## src/rtl/ppc_fetch_unit.sv

```systemverilog
// Instruction fetch unit: issues in-order word reads, buffers the returned
// words with their addresses, and handles redirects by dropping stale data.
module ppc_fetch_unit #(
    parameter logic [31:0] RESET_PC   = 32'h0000_0000,
    parameter int unsigned FIFO_DEPTH = 4
) (
    input  logic        clk,
    input  logic        rst,
    input  logic        fetch_enable,
    input  logic        redirect_valid,
    input  logic [31:0] redirect_addr,
    output logic        mem_req_valid,
    input  logic        mem_req_ready,
    output logic [31:0] mem_req_addr,
    input  logic        mem_rsp_valid,
    input  logic [31:0] mem_rsp_data,
    output logic        instruction_valid,
    input  logic        instruction_ready,
    output logic [31:0] instruction,
    output logic [31:0] instruction_addr
);

    localparam int unsigned PTR_W = (FIFO_DEPTH > 1) ? $clog2(FIFO_DEPTH) : 1;
    localparam int unsigned CNT_W = PTR_W + 1;
    localparam int unsigned SUM_W = CNT_W + 1;

    typedef enum logic [1:0] {IDLE, RUN, FLUSH} state_t;

    state_t             state;
    logic [31:0]        pc;
    logic [CNT_W-1:0]   outstanding;
    logic [CNT_W-1:0]   outs_next;
    logic [CNT_W-1:0]   fifo_count;
    logic [PTR_W-1:0]   rd_ptr;
    logic [PTR_W-1:0]   wr_ptr;
    logic [31:0]        fifo_data [FIFO_DEPTH];
    logic [31:0]        fifo_addr [FIFO_DEPTH];
    logic               redirect_q;
    logic               credit_ok;
    logic               req_xfer;
    logic               rsp_dec;
    logic               push;
    logic               pop;
    logic [31:0]        rsp_addr;

    // Request credit: in-flight plus buffered words must leave room in the buffer
    assign credit_ok = (SUM_W'(outstanding) + SUM_W'(fifo_count)) < SUM_W'(FIFO_DEPTH);

    // Request valid is decoded from registered state and counters; the cycle
    // right after a redirect is always quiet
    assign mem_req_valid = (state == RUN) && fetch_enable && !redirect_q && credit_ok;
    assign mem_req_addr  = pc;
    assign req_xfer      = mem_req_valid && mem_req_ready;

    assign instruction_valid = (fifo_count != '0);
    assign instruction       = fifo_data[rd_ptr];
    assign instruction_addr  = fifo_addr[rd_ptr];
    assign pop               = instruction_valid && instruction_ready;

    // Responses are only kept outside FLUSH and never in a redirect cycle
    assign push    = mem_rsp_valid && (state != FLUSH) && !redirect_valid;
    assign rsp_dec = mem_rsp_valid && (outstanding != '0);

    // Outside FLUSH the in-flight requests are contiguous and end just below pc
    assign rsp_addr  = pc - (32'(outstanding) << 2);
    assign outs_next = outstanding + CNT_W'(req_xfer) - CNT_W'(rsp_dec);

    // Control state, fetch PC and outstanding-request counter
    always_ff @(posedge clk or negedge rst) begin
        if (!rst) begin
            state       <= IDLE;
            pc          <= RESET_PC;
            outstanding <= '0;
            redirect_q  <= 1'b0;
        end else begin
            outstanding <= outs_next;
            redirect_q  <= redirect_valid;
            if (redirect_valid) begin
                pc <= redirect_addr & ~32'h0000_0003;
                if (outs_next != '0) begin
                    state <= FLUSH;
                end else begin
                    state <= fetch_enable ? RUN : IDLE;
                end
            end else begin
                if (req_xfer) begin
                    pc <= pc + 32'd4;
                end
                case (state)
                    IDLE:    if (fetch_enable) state <= RUN;
                    RUN:     if (!fetch_enable) state <= IDLE;
                    FLUSH:   if (outs_next == '0) state <= fetch_enable ? RUN : IDLE;
                    default: state <= IDLE;
                endcase
            end
        end
    end

    // Instruction buffer: circular store of (word, address) pairs
    always_ff @(posedge clk or negedge rst) begin
        if (!rst) begin
            rd_ptr     <= '0;
            wr_ptr     <= '0;
            fifo_count <= '0;
            for (int i = 0; i < int'(FIFO_DEPTH); i++) begin
                fifo_data[i] <= '0;
                fifo_addr[i] <= '0;
            end
        end else if (redirect_valid) begin
            rd_ptr     <= '0;
            wr_ptr     <= '0;
            fifo_count <= '0;
        end else begin
            if (push) begin
                fifo_data[wr_ptr] <= mem_rsp_data;
                fifo_addr[wr_ptr] <= rsp_addr;
                wr_ptr            <= wr_ptr + PTR_W'(1);
            end
            if (pop) begin
                rd_ptr <= rd_ptr + PTR_W'(1);
            end
            fifo_count <= fifo_count + CNT_W'(push) - CNT_W'(pop);
        end
    end

endmodule

```

## config.mk

```make
export PLATFORM = sky130hd
export DESIGN_NAME = ppc_fetch_unit
export DESIGN_NICKNAME = d
export VERILOG_FILES = /design/src/rtl/ppc_fetch_unit.sv
export SDC_FILE = /design/constraint.sdc
export NUM_CORES = 1
export LEC_CHECK = 0
export CORE_ASPECT_RATIO = 0.7
export CORE_MARGIN = 2
export CORE_UTILIZATION = 51
export DETAILED_ROUTE_END_ITERATION = 16
export PLACE_DENSITY = 0.77
export SYNTH_ARGS = -nofsm -noshare
export SYNTH_HDL_FRONTEND = slang
export SYNTH_SLANG_ARGS = --single-unit
```

## constraint.sdc

```tcl
create_clock -name clk -period 3.4 [get_ports clk]
set_clock_uncertainty 0.15 [all_clocks]
set_input_delay 0.51 -clock clk [delete_from_list [all_inputs] [get_ports clk]]
set_output_delay 0.51 -clock clk [all_outputs]
set_load 0.03 [all_outputs]
```

==> results of run 1 <==
## worst max-delay path: stages, from the launching register on
cell,delay (ps)
dfrtp_1,420
ha_1,350
nor2_2,190
and4_1,250
inv_1,50
ha_1,260
inv_1,50
ha_1,130
inv_1,40
fa_1,380
xnor2_1,200
xnor2_1,130
a2111oi_1,360
o21a_1,180
## final timing paths
check,start,to,cells past startpoint
max,outstanding[2],state[0],13
min,redirect_valid,fifo_count[0],2
max reg2reg,outstanding[2],state[0],13
min reg2reg,fifo_addr[8],fifo_addr[8],2
max in group asynchronous,rst,fifo_data[15],3
min in group asynchronous,rst,mem_req_addr[13],2
## logic make-up (layout without fill, tap and decap cells)
family / after synthesis / after routing
and+or+nand+nor: 294 / 294
DFF: 291 / 291
muxes: 197 / 197
AOI/OAI and AO/OA: 156 / 156
buffers and inverters: 98 / 266
xor gates and xnor gates: 59 / 59
adders and majority gates: 17 / 17
other: 1 / 4
## registers in the layout, summed over array words and instances (netlist names)
| register | cells |
|---|---|
| fifo_addr | 120 |
| state | 2 |
| fifo_count | 3 |
| rd_ptr | 2 |
| wr_ptr | 2 |
| redirect_q | 1 |
| mem_req_addr | 30 |
| fifo_data | 128 |
| outstanding | 3 |
## cells in the final DEF (no fill, tap or decap), drive strengths merged, types with 2 or more instances in the layout
cell type      synthesis  layout
a31oi                  4       4
and2                   4       4
and3                   3       3
and4                   8       8
buf                   24      39
bufinv                 0       3
clkbuf                58      43
clkdlybuf4s50          0     160
clkinv                 0       3
conb                   1       4
dfrtp                291     291
fa                     3       3
ha                    14      14
inv                   16      17
mux2                 133     133
mux2i                  2       2
mux4                  62      62
nand2                160     160
nand2b                 3       3
nand3                 23      23
nand4                 18      18
nand4b                 2       2
nor2                  25      25
nor2b                  7       7
nor3                  12      12
nor4                  11      11
o21a                   2       2
o21ai                143     143
o31a                   2       2
o31ai                  2       2
or2                    2       2
or3                    5       5
or4                    7       7
xnor2                 24      24
xor2                  35      35
## power by group through the flow
stage | Sequential [mW] | Combinational (mW) | Clock [mW]
2_1_floorplan | 5.18 | 3.88 | 0
3_3_place_gp | 5.34 | 5.80 | 0
3_5_place_dp | 5.41 | 5.93 | 0
4_1_cts | 5.37 | 5.97 | 3.27
5_1_grt | 5.48 | 6.43 | 3.42
6_report | 5.34 | 5.97 | 3.22
## layer usage
metal	global-route usage	up-vias	wire, um
met5	0	-	0
met4	0.0365	0	386
met3	0.0457	35	1970
met2	0.365	233	14700
met1	0.358	4774	14900
li1	-	4259	-
## what timing repair did
item                                   in CTS  in global routing
hold buffers                                1                  0
gates resized for setup                     0                  3
buffers inserted                            0                  2
setup endpoints to repair                   0                  7
endpoints found under the hold margin      94                  0
## metrics by stage
step,util,area [sq um],power [mW],setup TNS (ps),hold slack [ps]
after floorplan,-,13600,9.05,0,64.4
after global placement,0.609,15800,11.1,-31.8,307
after detailed placement,0.609,15800,11.3,-69.9,316
after CTS,0.646,16800,14.6,0,165
after global routing,0.648,16800,15.3,0,182
final,0.648,16800,14.5,0,178
## final cells by class
class,instances,share of cell area
clock buffers,43,0.0493
clock inverters,7,0.00678
inverters,16,0.00358
multi-input cells,727,0.355
flip-flops and latches,291,0.434
well taps,357,0.0266
repair buffers,200,0.125
==> results.cfg, run 1 <==
[outcome]
status = complete, no violations

[synth]
async_flop_share = 1.00
synth-simple-area-share = 0.104
synthAdderAreaFrac = 0.0173
ys_seq_area_frac = 0.535
synthFlopType = dfrtp_1
synth.distinct_cells = 49
synth_top_area_frac = 0.535
synthMuxAreaShare = 0.214
avgSynthCellArea_sq_um = 12.2
yosys_warnings = 0
synth_top_family_by_area = multiplexers
synth_cells = 1113
synth.most_common_cell = dfrtp_1
syn_area_sq_um = 13600
synth_compound_area_frac = 0.0599
synthTopCellsByArea = dfrtp_1, mux2_2, mux4_2
yosysTopAreaCell = dfrtp_1
synth_xor_area_frac = 0.0385
synth-seq-cells = 291
synth_common_cells = dfrtp_1, nand2_1, mux2_2, o21ai_0, mux4_2
synth_edf_count = 0

[sta]
fmax_ghz = 0.312
worst_slack_ps = 194
finalMaxSlewViolations = 0
setup_viol = 0
slew_headroom = 0.486
fin_crit_sh = 0.943
final_hold_viol_count = 0
rsz0062_at_grt = false
fin_crit_ps = 3210
tightest_slew_ps = 771

[clock_network]
clock-root-buffer = clkbuf_16
htreeDepth = 1
clk_path_buf_depth = 3
cts_tree = yes
cts-buffers-inserted = 29
cts_num_sinks = 291
worst_skew_pair.late_latency_ps = 540
clk_pin_slew_ps = 70

[layout]
fillerInstances = 1981
nets = 1353
n_antenna_cell = 0
fin_cells = 1641
syn_to_final_growth_pct = 23.4
drive_above_1_share = 0.228
regArea_sq_um = 7290
multi_input_comb_area_sq_um = 5960

[power]
p_sw_mw = 5.03
p_int_mw = 9.50
switching_share = 0.346
power_frac_clock = 0.221
powerDensity_nw_per_um2 = 865
peakVddDrop_uv = 694
p_seq_frac = 0.367
p_leak_nw = 7.25
pwr-share-comb = 0.411

[setup_path]
crit_path_start_kind = flop
critPathKind = flop to flop
cp_max_fo = 5
end_kind = flop
worstPathArrival_ps = 3540
reg2reg_slack_ps = 190
crit_required_ps = 3730

[placed_design]
place_ws_ps = -69.9
hpwl_um = 21800
placed_cells = 1588
numPortBuffers = 162
place.gp.congestion = 0.912

[floorplan]
io_pins = 169
rows = 49
fp.dieH_um = 141
start_util = 0.525
fp.dieArea_sq_um = 28000
core-area_sq_um = 25900
die_x_um = 199

[routing]
via_per_inst = 5.67
drtIter0Drc = 508
wl_per_cell_um = 19.5
num_vias = 9301
ant_nets = 0
drc = 0
drt-total-wl_um = 32000
first_pass_iters = 7

[grt]
grt_pass1_vias = 9627
antenna_found_initial = 0
overflow = 0
grt_max_degree = 100
grtUsageTotal = 0.237
grt_pass1_wl_um = 52400

[flow_run]
drv_cap = 0

[min_path]
min_path_type = input port to flop
No activity file was read; power rests on OpenSTA's default activity.
==> inputs of run 2 (changes only) <==
--- a/config.mk
+++ b/config.mk
@@ -5,6 +5,7 @@
 export SDC_FILE = /design/constraint.sdc
 export NUM_CORES = 1
 export LEC_CHECK = 0
+export CAP_MARGIN = 20
 export CORE_ASPECT_RATIO = 0.7
 export CORE_MARGIN = 2
 export CORE_UTILIZATION = 51
==> results of run 2 <==
No change in the layout: final DEF, timing and power equal those of run 1.
==> inputs of run 3 (changes only) <==
--- a/config.mk
+++ b/config.mk
@@ -8,9 +8,9 @@
 export CAP_MARGIN = 20
 export CORE_ASPECT_RATIO = 0.7
 export CORE_MARGIN = 2
-export CORE_UTILIZATION = 51
+export CORE_UTILIZATION = 50
 export DETAILED_ROUTE_END_ITERATION = 16
-export PLACE_DENSITY = 0.77
+export PLACE_DENSITY = 0.88
 export SYNTH_ARGS = -nofsm -noshare
 export SYNTH_HDL_FRONTEND = slang
 export SYNTH_SLANG_ARGS = --single-unit
==> run 3 against run 2 <==
  * Global-route usage is 0.97 points lower
  * Non-clock buffer count shrank 9
  * Flip-flop and latch count unchanged
  * Sequential share of layout area is 0.40 points higher
  * Die area is 2.0% higher
  * Final cell count hardly changed
  * Power fell by 0.76%
  * Clock power shrank 3%
  * Core utilization is 2.6 points lower
==> results.cfg, run 3 (same netlist as run 1, synthesis figures left out) <==
[sta]
slew_headroom = 0.537
finalMaxSlewViolations = 0
fin_crit_ps = 3250
setup_viol = 0
rsz0062_at_grt = false
timing.hold.ws_ps = 326
tightest_slew_ps = 695
final_hold_viol_count = 0
fmax_ghz = 0.308
fin_crit_sh = 0.956

[layout]
final_common_cell = dfrtp_1
largest-register = fifo_data
largest_reg_flops = 128
fillerInstances = 2089
final_cell_mix = dfrtp_1, clkdlybuf4s50_1, nand2_1
n_antenna_cell = 0
nets = 1344
drive_above_1_share = 0.223
syn_to_final_growth_pct = 22.3

[clock_network]
post_cts_buffers = 0
worst_skew_pair.late_latency_ps = 560
clk_pin_slew_ps = 60
htreeDepth = 1
cts_num_sinks = 291
clk_path_buf_depth = 3
clock-root-buffer = clkbuf_16
cts_tree = yes
cts-buffers-inserted = 29

[power]
p_leak_nw = 7.18
peakVddDrop_uv = 603
power_mw = 14.4
powerDensity_nw_per_um2 = 867

[grt]
grt_pass1_wl_um = 52100
overflow = 0
grt_max_degree = 92
grtUsageTotal = 0.227
antenna_found_initial = 0
grt_pass1_vias = 9822

[placed_design]
numPortBuffers = 162
hpwl_um = 21300
place.gp.congestion = 0.879

[floorplan]
core-area_sq_um = 26800
rows = 50
io_pins = 169
start_util = 0.508
die_x_um = 201
fp.dieH_um = 142
fp.dieArea_sq_um = 28600

[setup_path]
cpPeakStageDelay_ps = 620
critical-path-top-delay-family = buffers and inverters
end_kind = primary output
critPathKind = flop to primary output
slowest_stage = clkdlybuf4s50_1
crit_path_start_kind = flop
critPathBufInv = 2
reg2reg_slack_ps = 240
crit_required_ps = 2740
cp_max_fo = 12
crit_chain = buf_4 -> mux4_2 -> clkdlybuf4s50_1
worstPathArrival_ps = 2590

[routing]
via_per_inst = 5.71
first_pass_iters = 5
drc = 0
drtIter0Drc = 660
num_vias = 9369
wl_per_cell_um = 19.4
ant_nets = 0
drt-total-wl_um = 31800

[flow_run]
drv_cap = 0

[outcome]
status = complete, no violations

[min_path]
min_path_type = flop to flop
## run 3: what timing repair did
item                       in CTS  in global routing
gates resized for setup         0                  2
hold endpoints to repair       87                  0
setup endpoints to repair       0                  1
hold buffers                    1                  0
## run 3: path summary, 6_finish.rpt
path / from / depth (start not counted) / endpoint
max in group asynchronous: rst / 3 / fifo_data[105]
hold reg to reg: fifo_addr[80] / 2 / fifo_addr[80]
setup / recovery: rd_ptr[0] / 3 / instruction_addr[23]
hold / removal: fifo_addr[80] / 2 / fifo_addr[80]
min in group asynchronous: rst / 2 / fifo_addr[80]
setup reg to reg: fifo_count[1] / 13 / state[1]
## run 3: area by class of cell
type                       instances  area [sq um]  share of cell area
timing repair buffer             191          1950               0.117
tap                              364           455              0.0274
multi-input combinational        727          5960               0.358
sequential                       291          7290               0.438
inverter                          16          60.1             0.00361
clock buffer                      45           866              0.0520
clock inverter                     6          58.8             0.00353
## run 3: per-stage QoR
stage,util,setup WS [ps],cell area (sq um),std cells,TNS [ps]
6_report,0.621,151,16600,1640,0
5_1_grt,0.621,35.2,16600,1640,0
4_1_cts,0.621,93.5,16600,1640,0
3_5_place_dp,0.586,-61.7,15700,1588,-61.7
3_3_place_gp,0.586,-9.87,15700,1588,-9.87
2_1_floorplan,-,0.186,13600,1116,0
## run 3: power by group
| group | internal [mW] | switching, mW | leakage, nW |
|---|---|---|---|
| Clock | 1.81 | 1.31 | 0.459 |
| Combinational | 2.90 | 3.04 | 2.94 |
| Sequential | 4.65 | 0.706 | 3.78 |
| Total | 9.36 | 5.06 | 7.18 |
## run 3: worst min-delay path, delay by kind of cell, from the launching register on
family	cells	cell delay, ps
and+or+nand+nor	1	40
AOI/OAI and AO/OA	1	60
DFF	1	340
## run 3: layer usage
metal	routed length, um	up-vias	GRT usage
li1	-	4233	-
met1	14000	4795	0.319
met2	15100	297	0.369
met3	2080	44	0.0467
met4	555	0	0.0507
met5	0	-	0
